`config.mk`:
```
export PLATFORM = sky130hd
export DESIGN_NAME = gfx256_rd_arbiter
export DESIGN_NICKNAME = d
export VERILOG_FILES = /design/src/rtl/gfx256_rd_arbiter.sv
export SDC_FILE = /design/constraint.sdc
export NUM_CORES = 1
export LEC_CHECK = 0
export CELL_PAD_IN_SITES_DETAIL_PLACEMENT = 1
export CELL_PAD_IN_SITES_GLOBAL_PLACEMENT = 1
export CORE_AREA = 2 2 306 308
export CTS_CLUSTER_DIAMETER = 80
export CTS_CLUSTER_SIZE = 24
export DETAILED_ROUTE_END_ITERATION = 8
export DIE_AREA = 0 0 308 310
export HOLD_SLACK_MARGIN = 0.15
export PLACE_DENSITY_LB_ADDON = 0.1
export SYNTH_ARGS = -nofsm -noshare
export SYNTH_HDL_FRONTEND = slang
export SYNTH_SLANG_ARGS = --single-unit
```
`constraint.sdc`:
```
create_clock -name clk_i -period 3.1 [get_ports clk_i]
set_input_delay 0.62 -clock clk_i [delete_from_list [all_inputs] [get_ports clk_i]]
set_output_delay 0.62 -clock clk_i [all_outputs]
set_load 0.05 [all_outputs]
```
`src/rtl/gfx256_rd_arbiter.sv`:
```
// gfx256_rd_arbiter: round-robin share of the 256-bit master read port
// between z (0), texture (1) and blend (2); GFX256_RDARB_CACHE_EN adds a line cache.
module gfx256_rd_arbiter (
   input  logic         clk_i,
   input  logic         rst_i,
   input  logic [2:0]   req_i,
   input  logic [31:0]  addr0_i,
   input  logic [31:0]  addr1_i,
   input  logic [31:0]  addr2_i,
   input  logic [31:0]  sel0_i,
   input  logic [31:0]  sel1_i,
   input  logic [31:0]  sel2_i,
   output logic [2:0]   ack_o,
   output logic [255:0] data_o,
   output logic [2:0]   busy_o,
   output logic         m_request_o,
   output logic [31:0]  m_addr_o,
   output logic [31:0]  m_sel_o,
   input  logic         m_ack_i,
   input  logic [255:0] m_data_i,
   input  logic         m_busy_i,
   input  logic         inval_i
);

   typedef enum logic [1:0] {
      IDLE,
      ISSUE,
      WAIT_ACK,
      RELEASE
   } state_t;

   state_t       state;
   logic [1:0]   ptr;
   logic [1:0]   gnt;
   logic [2:0]   mask;

   logic [2:0]   cand;
   logic [1:0]   pick;
   logic         pick_vld;
   logic [31:0]  pick_addr;
   logic [31:0]  pick_sel;

   logic         hit;
   logic [255:0] hit_line;

   function automatic logic [2:0] onehot3(input logic [1:0] idx);
      logic [2:0] r;
      r = 3'b000;
      case (idx)
         2'd1:    r = 3'b010;
         2'd2:    r = 3'b100;
         default: r = 3'b001;
      endcase
      return r;
   endfunction

   function automatic logic [1:0] next_ptr(input logic [1:0] idx);
      logic [1:0] r;
      case (idx)
         2'd0:    r = 2'd1;
         2'd1:    r = 2'd2;
         default: r = 2'd0;
      endcase
      return r;
   endfunction

   assign cand     = req_i & ~mask;
   assign pick_vld = |cand;

   // first candidate at or after ptr, searching upward modulo 3
   always_comb begin
      pick = 2'd0;
      case (ptr)
         2'd1:    pick = cand[1] ? 2'd1 : (cand[2] ? 2'd2 : 2'd0);
         2'd2:    pick = cand[2] ? 2'd2 : (cand[0] ? 2'd0 : 2'd1);
         default: pick = cand[0] ? 2'd0 : (cand[1] ? 2'd1 : 2'd2);
      endcase
   end

   // address and byte selects of the selected requester
   always_comb begin
      pick_addr = addr0_i;
      pick_sel  = sel0_i;
      case (pick)
         2'd1: begin
            pick_addr = addr1_i;
            pick_sel  = sel1_i;
         end
         2'd2: begin
            pick_addr = addr2_i;
            pick_sel  = sel2_i;
         end
         default: begin
            pick_addr = addr0_i;
            pick_sel  = sel0_i;
         end
      endcase
   end

`ifdef GFX256_RDARB_CACHE_EN
   logic         c_valid;
   logic [26:0]  c_tag;
   logic [255:0] c_line;
   logic         inval_seen;

   // an invalidate in the same cycle as a lookup wins over the hit
   assign hit      = c_valid & ~inval_i & (c_tag == pick_addr[31:5]);
   assign hit_line = c_line;

   // line fill on completed miss; invalidate seen mid-read suppresses the fill
   always_ff @(posedge clk_i) begin
      if (rst_i) begin
         c_valid    <= 1'b0;
         c_tag      <= '0;
         c_line     <= '0;
         inval_seen <= 1'b0;
      end else begin
         if (state == IDLE) begin
            inval_seen <= 1'b0;
         end else if (inval_i &&
                      (state == ISSUE || state == WAIT_ACK)) begin
            inval_seen <= 1'b1;
         end
         if (inval_i) begin
            c_valid <= 1'b0;
         end else if (state == WAIT_ACK && m_ack_i && !inval_seen) begin
            c_valid <= 1'b1;
            c_tag   <= m_addr_o[31:5];
            c_line  <= m_data_i;
         end
      end
   end
`else
   logic unused_inval;

   assign unused_inval = inval_i;
   assign hit          = 1'b0;
   assign hit_line     = '0;
`endif

   assign busy_o = (state != IDLE || m_busy_i) ? 3'b111 : mask;

   // arbitration and master handshake state machine
   always_ff @(posedge clk_i) begin
      if (rst_i) begin
         state       <= IDLE;
         ptr         <= 2'd0;
         mask        <= 3'b000;
         gnt         <= 2'd0;
         ack_o       <= 3'b000;
         data_o      <= '0;
         m_request_o <= 1'b0;
         m_addr_o    <= 32'h0000_0000;
         m_sel_o     <= 32'hFFFF_FFFF;
      end else begin
         ack_o <= 3'b000;
         case (state)
            IDLE: begin
               mask <= 3'b000;
               if (pick_vld && (hit || !m_busy_i)) begin
                  gnt <= pick;
                  if (hit) begin
                     ack_o  <= onehot3(pick);
                     data_o <= hit_line;
                     state  <= RELEASE;
                  end else begin
                     m_addr_o <= pick_addr;
                     m_sel_o  <= pick_sel;
                     state    <= ISSUE;
                  end
               end
            end
            ISSUE: begin
               m_request_o <= 1'b1;
               state       <= WAIT_ACK;
            end
            WAIT_ACK: begin
               if (m_ack_i) begin
                  data_o      <= m_data_i;
                  m_request_o <= 1'b0;
                  ack_o       <= onehot3(gnt);
                  state       <= RELEASE;
               end
            end
            RELEASE: begin
               ptr   <= next_ptr(gnt);
               mask  <= onehot3(gnt);
               state <= IDLE;
            end
            default: state <= IDLE;
         endcase
      end
   end

endmodule
```
==> results of run 1 <==
## cell families after synthesis
group,Yosys count
AO/OA/AOI/OAI,434
buffers and inverters,116
multiplexers,2
flip-flops,333
adder cells (fa/ha/maj),12
AND/OR/NAND/NOR,191
## report_power, final
part / switching (mW) / leakage [nW] / internal [mW] / total [mW]
Combinational: 3.81 / 4.76 / 2.28 / 6.09
Sequential: 0.341 / 2.70 / 4.87 / 5.21
Clock: 2.15 / 0.566 / 2.34 / 4.49
## how the worst max path moves through the flow
| stage | slack [ps] | to | cells after the start |
|---|---|---|---|
| 2_1_floorplan | 530 | m_sel_o[23] | 10 |
| 4_1_cts | 490 | data_o[219] | 1 |
| 3_3_place_gp | -80 | m_addr_o[5] | 12 |
| 5_1_grt | 350 | m_addr_o[5] | 12 |
| 6_report | 560 | data_o[219] | 1 |
| 3_5_place_dp | -40 | m_addr_o[5] | 11 |
## per-layer routing
metal  GRT usage [%]  up-vias
met5               0        -
met2           25.55      370
li1                -     5596
met4           4.594       10
met1           14.37     5817
met3           4.536       78
## cells in the mapped netlist, types with 10 or more instances
master	n
nor2b_1	37
o21ai_0	37
a22oi_1	35
a211o_1	32
nor2_1	10
nor3_1	33
inv_1	10
a21oi_1	36
dfxtp_1	333
a221oi_1	32
ha_1	12
buf_2	47
nand2_1	98
clkbuf_1	52
a22o_1	256
## final cells by class
type,count,share of cell area (%)
timing repair buffer,817,37.07
sequential,333,29.95
clock buffer,42,4.380
multi-input combinational,639,20.61
clock inverter,20,0.9276
tap,1197,6.730
antenna,14,0.1574
inverter,10,0.1687
## flip-flops by register name, indices dropped and copies added, names as in the netlist
register,count
m_request_o,1
state,2
m_sel_o,32
mask,3
data_o,256
ack_o,3
ptr,2
gnt,2
m_addr_o,32
## through the flow
step	setup TNS, ps	hold slack (ps)	util, %	instance area [µm²]
4_1_cts	0	340.8	24.02	22220
6_report	0	397.1	24.06	22260
2_1_floorplan	0	486.7	-	11720
3_3_place_gp	-440.5	445.1	22.75	21040
3_5_place_dp	-40.02	447.8	22.75	21040
5_1_grt	0	383.1	24.06	22250
==> out/results.tsv, run 1 <==
metric	value	unit
Critical Path Max Stage Delay	1030	ps
delay-heaviest family, CP	buffers and inverters	
CTS root buf	clkbuf_16	
DRT antenna net count	0	
crit path cell chain	clkdlybuf4s50_1	
fin cells	3072	
detailed-route DRC error count	0	
YS warnings	0	
Fin. Hold Viols	0	
most frequent cells in the layout	777 x clkdlybuf4s50_1, 333 x dfxtp_1, 256 x a22o_1	
Skew-Pair Late Insertion Delay	560	ps
TritonCTS buffer count	36	
clk sink count	333	
worst endpoint required time	2480	ps
Post-Syn Area per Cell	10.77	µm²
Power Dens Cells	709.0	nW/µm²
FF+latch count, synth	333	
final worst slack	559.8	ps
compound-cell area share of the yosys netlist	29.82	%
mapped cell area	11720	µm²
Seq/Total Area, Yosys	56.89	%
Die Width	308	µm
Final min period	2540	ps
Placed Cells	2996	
max-cap viol count	0	
vias per inst	3.864	
Layout Nets	2305	
postcts setup bufs	0	
WL/cell	22.40	µm
critical path's slowest cell	clkdlybuf4s50_1	
layout cell share with drive strength beyond 1	5.642	%
HP Start	rst_i	
total grt overflow	0	
multiplexer share of the synthesized area	0.1708	%
critical path class	reg -> out	
Adder-Cell Fraction of Synth Area	1.281	%
R2R Setup Slk	630	ps
IO buf count	781	
CTS tree	done	
status	complete, no violations	
Setup violations, final	0	
post-cts sizing count	0	
CP Capture Type	output port	
HP Class	in -> reg	
Hold Path Stages	2	
post-synthesis async set-or-reset flop share	0	%
biggest area consumer among synthesized cells	dfxtp_1	
GRT Total Usage	13.70	%
Syn Inst Count	1088	
Routed WL	68820	µm
Fillers	10421	
Final Slew Violations	0	
Max clock buf depth	3	
first-pass GRT wire length	95040	µm
H-Tree Depth	2	
metal3 WL	4853	µm
largest net degree at the start of global routing	73	
total chip power	15.78	mW
CP Launch Point	data_o[219]	
initial antenna violation count	18	
routability cong.	0.7735	
Initial Utilization	12.67	%
RSZ-0062 raised after global routing	false	
vias in the first global route	12677	
Post-Synth Simple-Gate Area	7.581	%
1st-pass router iterations	5	
core area	92490	µm²
RR Endpoint	m_sel_o[1]	
area share of the largest cell type after synthesis	56.89	%
Worst Path Max Fanout	2	
Die Area	95480	µm²
clock slew at reported path FFs	60	ps
Met1 Wirelength	25040	µm
io pins	783	
final period utilization	81.94	%
commonest non-fill, non-tap cell in the layout	clkdlybuf4s50_1	
Main synth FF type	dfxtp_1	
starting DRC count in detailed routing	421	
worst reg2reg path startpoint	ptr[0]	
Placement Rows	112	
Seq. cell area	6666	µm²
Post-DP HPWL	52720	µm
dpl ws	-37.13	ps
Area Overhead vs Synth	89.93	%
main combinational cell family by area after synthesis	compound AO/OA/AOI/OAI gates	
Die Height	310	µm
Peak VDD IR	0.3574	mV
XOR/XNOR Fraction of Synth Area	0	%
fmax	0.3937	GHz
number of library cell types mapped by synthesis	28	
relative slew slack	34.43	%
syn nets	1556	
Hold Buf Count CTS	0	
leakage power	8.028	nW
clock skew	23.41	ps
Buf+Inv Stages, Crit Path	1	
Worst setup SP type	register	
highest routed layer	met5	
EDFF count, synth	0	
hold worst-path end	state[1]	
top post-synthesis cells by area	dfxtp_1 57%, a22o_1 19%, nand2_1 3.1%	
area of the multi-input gates	4587	µm²
WP data arrival	1920	ps
Worst Tran Pin Value	983.5	ps
total number of vias	11871	
WL met2	37190	µm
path depth of the worst reg2reg path	10	
Note: power is estimated with default switching activity, not from simulation.
==> run 2: changes to the inputs <==
==> constraint.sdc (replaced) <==
create_clock -name clk_i -period 2.4 [get_ports clk_i]
set_input_delay 0.48 -clock clk_i [delete_from_list [all_inputs] [get_ports clk_i]]
set_output_delay 0.48 -clock clk_i [all_outputs]
set_load 0.05 [all_outputs]
==> out/results.tsv, run 2 (synthesis results as in run 1) <==
metric	value	unit
Final Slew Violations	0	
Worst Tran Pin Value	669.2	ps
clock skew	12.35	ps
final period utilization	96.79	%
WL/cell	22.07	µm
Sw Pwr	8.349	mW
Power Dens Cells	898.4	nW/µm²
io pins	783	
Area Overhead vs Synth	95.18	%
routability cong.	0.7742	
HP Class	in -> reg	
met3 GRT Util	4.114	%
total number of vias	11909	
Top reg by flops	data_o	
first-pass GRT wire length	94870	µm
Placement Rows	112	
CTS root buf	clkbuf_16	
Initial Utilization	12.67	%
final worst slack	77.10	ps
top flop regs	data_o x256, m_addr_o x32, m_sel_o x32	
critical path's slowest cell	clkdlybuf4s50_1	
area of the multi-input gates	4752	µm²
critical path class	reg -> out	
clock network fraction of design power	27.1	%
Layout Nets	2344	
layer with the highest usage	met2	
starting DRC count in detailed routing	385	
Combinational Power Share	40.2	%
fin cells	3103	
Critical Path Max Stage Delay	830	ps
Die Height	310	µm
WP data arrival	1840	ps
Routed WL	68480	µm
dpl ws	-494.4	ps
Sw Share	40.63	%
most frequent cells in the layout	714 x clkdlybuf4s50_1, 329 x dfxtp_1, 256 x a22o_1	
Skew-Pair Late Insertion Delay	620	ps
H-Tree Depth	1	
Seq pwr share	32.6	%
Final min period	2323	ps
Peak VDD IR	0.4907	mV
vias per inst	3.838	
fin util	24.73	%
total grt overflow	0	
core area	92490	µm²
commonest non-fill, non-tap cell in the layout	clkdlybuf4s50_1	
CTS tree	done	
IO buf count	781	
GRT Total Usage	13.50	%
layout cell share with drive strength beyond 1	9.684	%
clk sink count	333	
1st-pass router iterations	4	
Worst setup SP type	register	
delay-heaviest family, CP	buffers and inverters	
detailed-route DRC error count	0	
Fin. Hold Viols	0	
initial antenna violation count	8	
TritonCTS buffer count	30	
Fillers	10369	
Power Internal	12.20	mW
CP Capture Type	output port	
vias in the first global route	12953	
DP Area	21440	µm²
max reg flops	256	
Max clock buf depth	3	
DRT antenna net count	0	
final instance area	22870	µm²
Worst Path Max Fanout	2	
Buf+Inv Stages, Crit Path	1	
Die Area	95480	µm²
largest net degree at the start of global routing	75	
clock slew at reported path FFs	80	ps
status	complete, no violations	
fmax	0.4305	GHz
met1 Track Usage GR	14.19	%
setup_tns	0	ps
Post-DP HPWL	53900	µm
crit path cell chain	clkdlybuf4s50_1	
relative slew slack	55.57	%
max-cap viol count	0	
met2 Usage GRT	25.93	%
Placed Cells	3034	
leakage power	8.969	nW
Die Width	308	µm
Setup violations, final	0	
hold_ws	428.0	ps
total chip power	20.55	mW
worst endpoint required time	1920	ps
Seq. cell area	6674	µm²
==> run 2: changes by cell type in the layout (fill, tap and decap cells not counted), sizes merged <==
cell	before	now
buf	40	90
clkdlybuf4s50	777	714
bufinv	0	1
clkinvlp	4	1
diode	14	6
clkbuf	42	31
clkinv	11	7
dlymetal6s2s	0	26
dlygate4sd2	0	32
inv	15	26
==> run 2: per-layer routing <==
metal / vias up / wire length, µm
met5: - / 31
met2: 342 / 37810
met3: 57 / 4688
li1: 5668 / -
met4: 4 / 1088
met1: 5838 / 24870
==> run 2: worst reg2reg max path, stage by stage, from the launching register on <==
cell,delay [ps]
dfxtp_1,330
nand2b_1,190
o21ai_0,270
o21ai_2,100
buf_4,160
ha_4,170
buf_4,180
buf_6,160
a221oi_1,260
nor3_1,80
a211o_1,270
==> run 2: path summary, 6_finish.rpt <==
check / slack (ps) / startpoint / cells past startpoint / endpoint
worst min register to register: 460 / m_addr_o[5] / 2 / m_addr_o[5]
worst max register to register: 120 / mask[1] / 10 / m_sel_o[1]
worst max-delay path: 80 / m_addr_o[11] / 1 / m_addr_o[11]
worst min-delay path: 430 / rst_i / 3 / mask[1]
==> run 2: what timing repair did <==
item	in CTS	in global routing
endpoints found under the setup margin	70	92
setup buffers	4	3
resized for setup	49	54
pin swaps	0	3
hold buffers	0	0
==> run 2: cell type report <==
cell class | instances | area share (%)
Sequential cell | 333 | 29.18
Inverter | 10 | 0.1641
Multi-Input combinational cell | 639 | 20.78
Antenna cell | 6 | 0.06565
Timing Repair Buffer | 862 | 38.38
Clock buffer | 31 | 3.392
Clock inverter | 25 | 1.494
Tap cell | 1197 | 6.549
==> run 2: power by group through the flow <==
| stage | registers, mW | clock network, mW | logic, mW |
|---|---|---|---|
| 6_report | 6.71 | 5.57 | 8.27 |
| 5_1_grt | 6.82 | 6.11 | 8.77 |
| 4_1_cts | 6.72 | 5.91 | 8.32 |
| 3_5_place_dp | 6.83 | 0 | 8.28 |
| 3_3_place_gp | 6.82 | 0 | 8.26 |
| 2_1_floorplan | 9.29 | 0 | 2.05 |
==> run 3: changes to the inputs <==
--- a/config.mk
+++ b/config.mk
@@ -5,15 +5,17 @@
 export SDC_FILE = /design/constraint.sdc
 export NUM_CORES = 1
 export LEC_CHECK = 0
+export ABC_AREA = 1
 export CELL_PAD_IN_SITES_DETAIL_PLACEMENT = 1
 export CELL_PAD_IN_SITES_GLOBAL_PLACEMENT = 1
-export CORE_AREA = 2 2 306 308
+export CORE_AREA = 2 2 309 311
 export CTS_CLUSTER_DIAMETER = 80
 export CTS_CLUSTER_SIZE = 24
 export DETAILED_ROUTE_END_ITERATION = 8
-export DIE_AREA = 0 0 308 310
+export DIE_AREA = 0 0 311 313
 export HOLD_SLACK_MARGIN = 0.15
 export PLACE_DENSITY_LB_ADDON = 0.1
+export RECOVER_POWER = 50
 export SYNTH_ARGS = -nofsm -noshare
 export SYNTH_HDL_FRONTEND = slang
 export SYNTH_SLANG_ARGS = --single-unit
==> constraint.sdc (replaced) <==
create_clock -name clk_i -period 2.5 [get_ports clk_i]
set_input_delay 0.5 -clock clk_i [delete_from_list [all_inputs] [get_ports clk_i]]
set_output_delay 0.5 -clock clk_i [all_outputs]
set_load 0.05 [all_outputs]
==> out/results.tsv, run 3 <==
metric	value	unit
FF+latch count, synth	333	
Fillers	11098	
total chip power	22.28	mW
Peak VDD IR	0.3997	mV
Final Slew Violations	0	
postcts setup bufs	0	
TritonCTS buffer count	40	
CP Capture Type	output port	
Placed Cells	3714	
commonest cells in the netlist	432 x nand2_1, 392 x a21oi_1, 333 x dfxtp_1	
Area Overhead vs Synth	79.89	%
top-count cell post-synth	nand2_1	
max-cap viol count	0	
detailed-route DRC error count	0	
top post-synthesis cells by area	dfxtp_1 50%, a21oi_1 15%, nand2_1 12%	
Die Width	311	µm
critical path class	reg -> out	
GRT Total Usage	14.61	%
vias per inst	3.991	
critical path's slowest cell	clkdlybuf4s50_1	
path depth of the worst reg2reg path	13	
leakage power	8.258	nW
post-synthesis async set-or-reset flop share	0	%
delay-heaviest family, CP	buffers and inverters	
final period utilization	94.73	%
H-Tree Depth	2	
Top reg by flops	data_o	
fmax	0.4223	GHz
Worst Tran Pin Value	1275	ps
Placement Rows	113	
Post-DP HPWL	54160	µm
clk sink count	333	
Buf+Inv Stages, Crit Path	1	
largest net degree at the start of global routing	156	
status	complete, no violations	
CTS tree	done	
Final min period	2368	ps
relative slew slack	15.01	%
Critical Path Stages	1	
total grt overflow	0	
Die Area	97340	µm²
max reg flops	256	
Layout Nets	2959	
Seq/Total Area, Yosys	49.59	%
Hold Buf Count CTS	0	
area share of the largest cell type after synthesis	49.59	%
top flop regs	data_o x256, m_addr_o x32, m_sel_o x32	
Worst Path Max Fanout	2	
commonest non-fill, non-tap cell in the layout	clkdlybuf4s50_1	
CP Launch Point	data_o[133]	
WP data arrival	1870	ps
total number of vias	15165	
Routed WL	74420	µm
biggest area consumer among synthesized cells	dfxtp_1	
io pins	783	
Worst setup SP type	register	
Fin. Hold Viols	0	
routability cong.	0.8015	
mapped cell area	13440	µm²
core area	94160	µm²
clock skew	29.26	ps
hold_ws	457.6	ps
initial antenna violation count	19	
setup_tns	0	ps
dpl ws	-275.1	ps
DRT antenna net count	0	
EDFF count, synth	0	
CP endpoint	data_o[133]	
RSZ-0062 raised after global routing	false	
RR Endpoint	m_addr_o[18]	
Setup violations, final	0	
Initial Utilization	14.28	%
fin cells	3800	
number of library cell types mapped by synthesis	23	
Max clock buf depth	3	
first-pass GRT wire length	108200	µm
crit path cell chain	clkdlybuf4s50_1	
R2R Setup Slk	210	ps
layout cell share with drive strength beyond 1	5.826	%
YS warnings	0	
Post-Syn Area per Cell	7.578	µm²
vias in the first global route	16191	
HP Start	data_o[120]	
CTS root buf	clkbuf_16	
most frequent cells in the layout	722 x clkdlybuf4s50_1, 432 x nand2_1, 392 x a21oi_1	
WL/cell	19.58	µm
starting DRC count in detailed routing	535	
clock slew at reported path FFs	80	ps
Critical Path Max Stage Delay	880	ps
syn nets	2242	
worst endpoint required time	2000	ps
Skew-Pair Late Insertion Delay	580	ps
IO buf count	781	
HP Class	reg -> reg	
final worst slack	131.8	ps
worst reg2reg path startpoint	ptr[0]	
Power Dens Cells	921.4	nW/µm²
1st-pass router iterations	4	
Die Height	313	µm
Syn Inst Count	1774	
post-cts sizing count	0	
Main synth FF type	dfxtp_1	
## run 3: how the worst min path moves through the flow
stage	endpoint	slack, ps	cells past startpoint
6_report	data_o[120]	460	2
5_1_grt	data_o[131]	460	3
4_1_cts	data_o[247]	330	2
3_5_place_dp	data_o[101]	450	2
3_3_place_gp	data_o[169]	450	2
2_1_floorplan	mask[2]	440	2
## run 3: final cells by class
class | count | area [µm²] | share of cell area, %
timing repair buffer | 839 | 8487 | 35.10
sequential | 333 | 6666 | 27.57
multi-input combinational | 1253 | 5892 | 24.36
tap | 1265 | 1583 | 6.545
clock buffer | 44 | 1037 | 4.289
clock inverter | 30 | 396.6 | 1.640
inverter | 24 | 90.09 | 0.3725
antenna | 12 | 30.03 | 0.1242
## run 3: metrics by stage
step	instance area [µm²]	utilization, %
after global placement	22820	24.23
after CTS	24250	25.76
after global routing	24170	25.67
after detailed placement	22820	24.23
after floorplan	13440	-
final	24180	25.68
## run 3: metal layers
layer  routed length (µm)  part of all wire (%)  global-route usage (%)
met5                  117                  0.16                       0
met4                 1888                   2.5                   4.974
met3                 6893                   9.3                   6.279
met2                37270                    50                   25.98
met1                28250                    38                   15.41
## run 3: logic make-up after synthesis
family / Yosys count / share of synthesized area [%]
adders and majority gates: 12 / 1.117
buffers and inverters: 188 / 6.729
AOI/OAI and AO/OA: 463 / 17.26
DFF: 333 / 49.59
and+or+nand+nor: 778 / 25.31
## run 3: power by group
| group | total [mW] | internal [mW] | switching, mW |
|---|---|---|---|
| Combinational | 9.19 | 3.16 | 6.04 |
| Sequential | 6.57 | 6.13 | 0.435 |
| Clock | 6.52 | 3.67 | 2.86 |
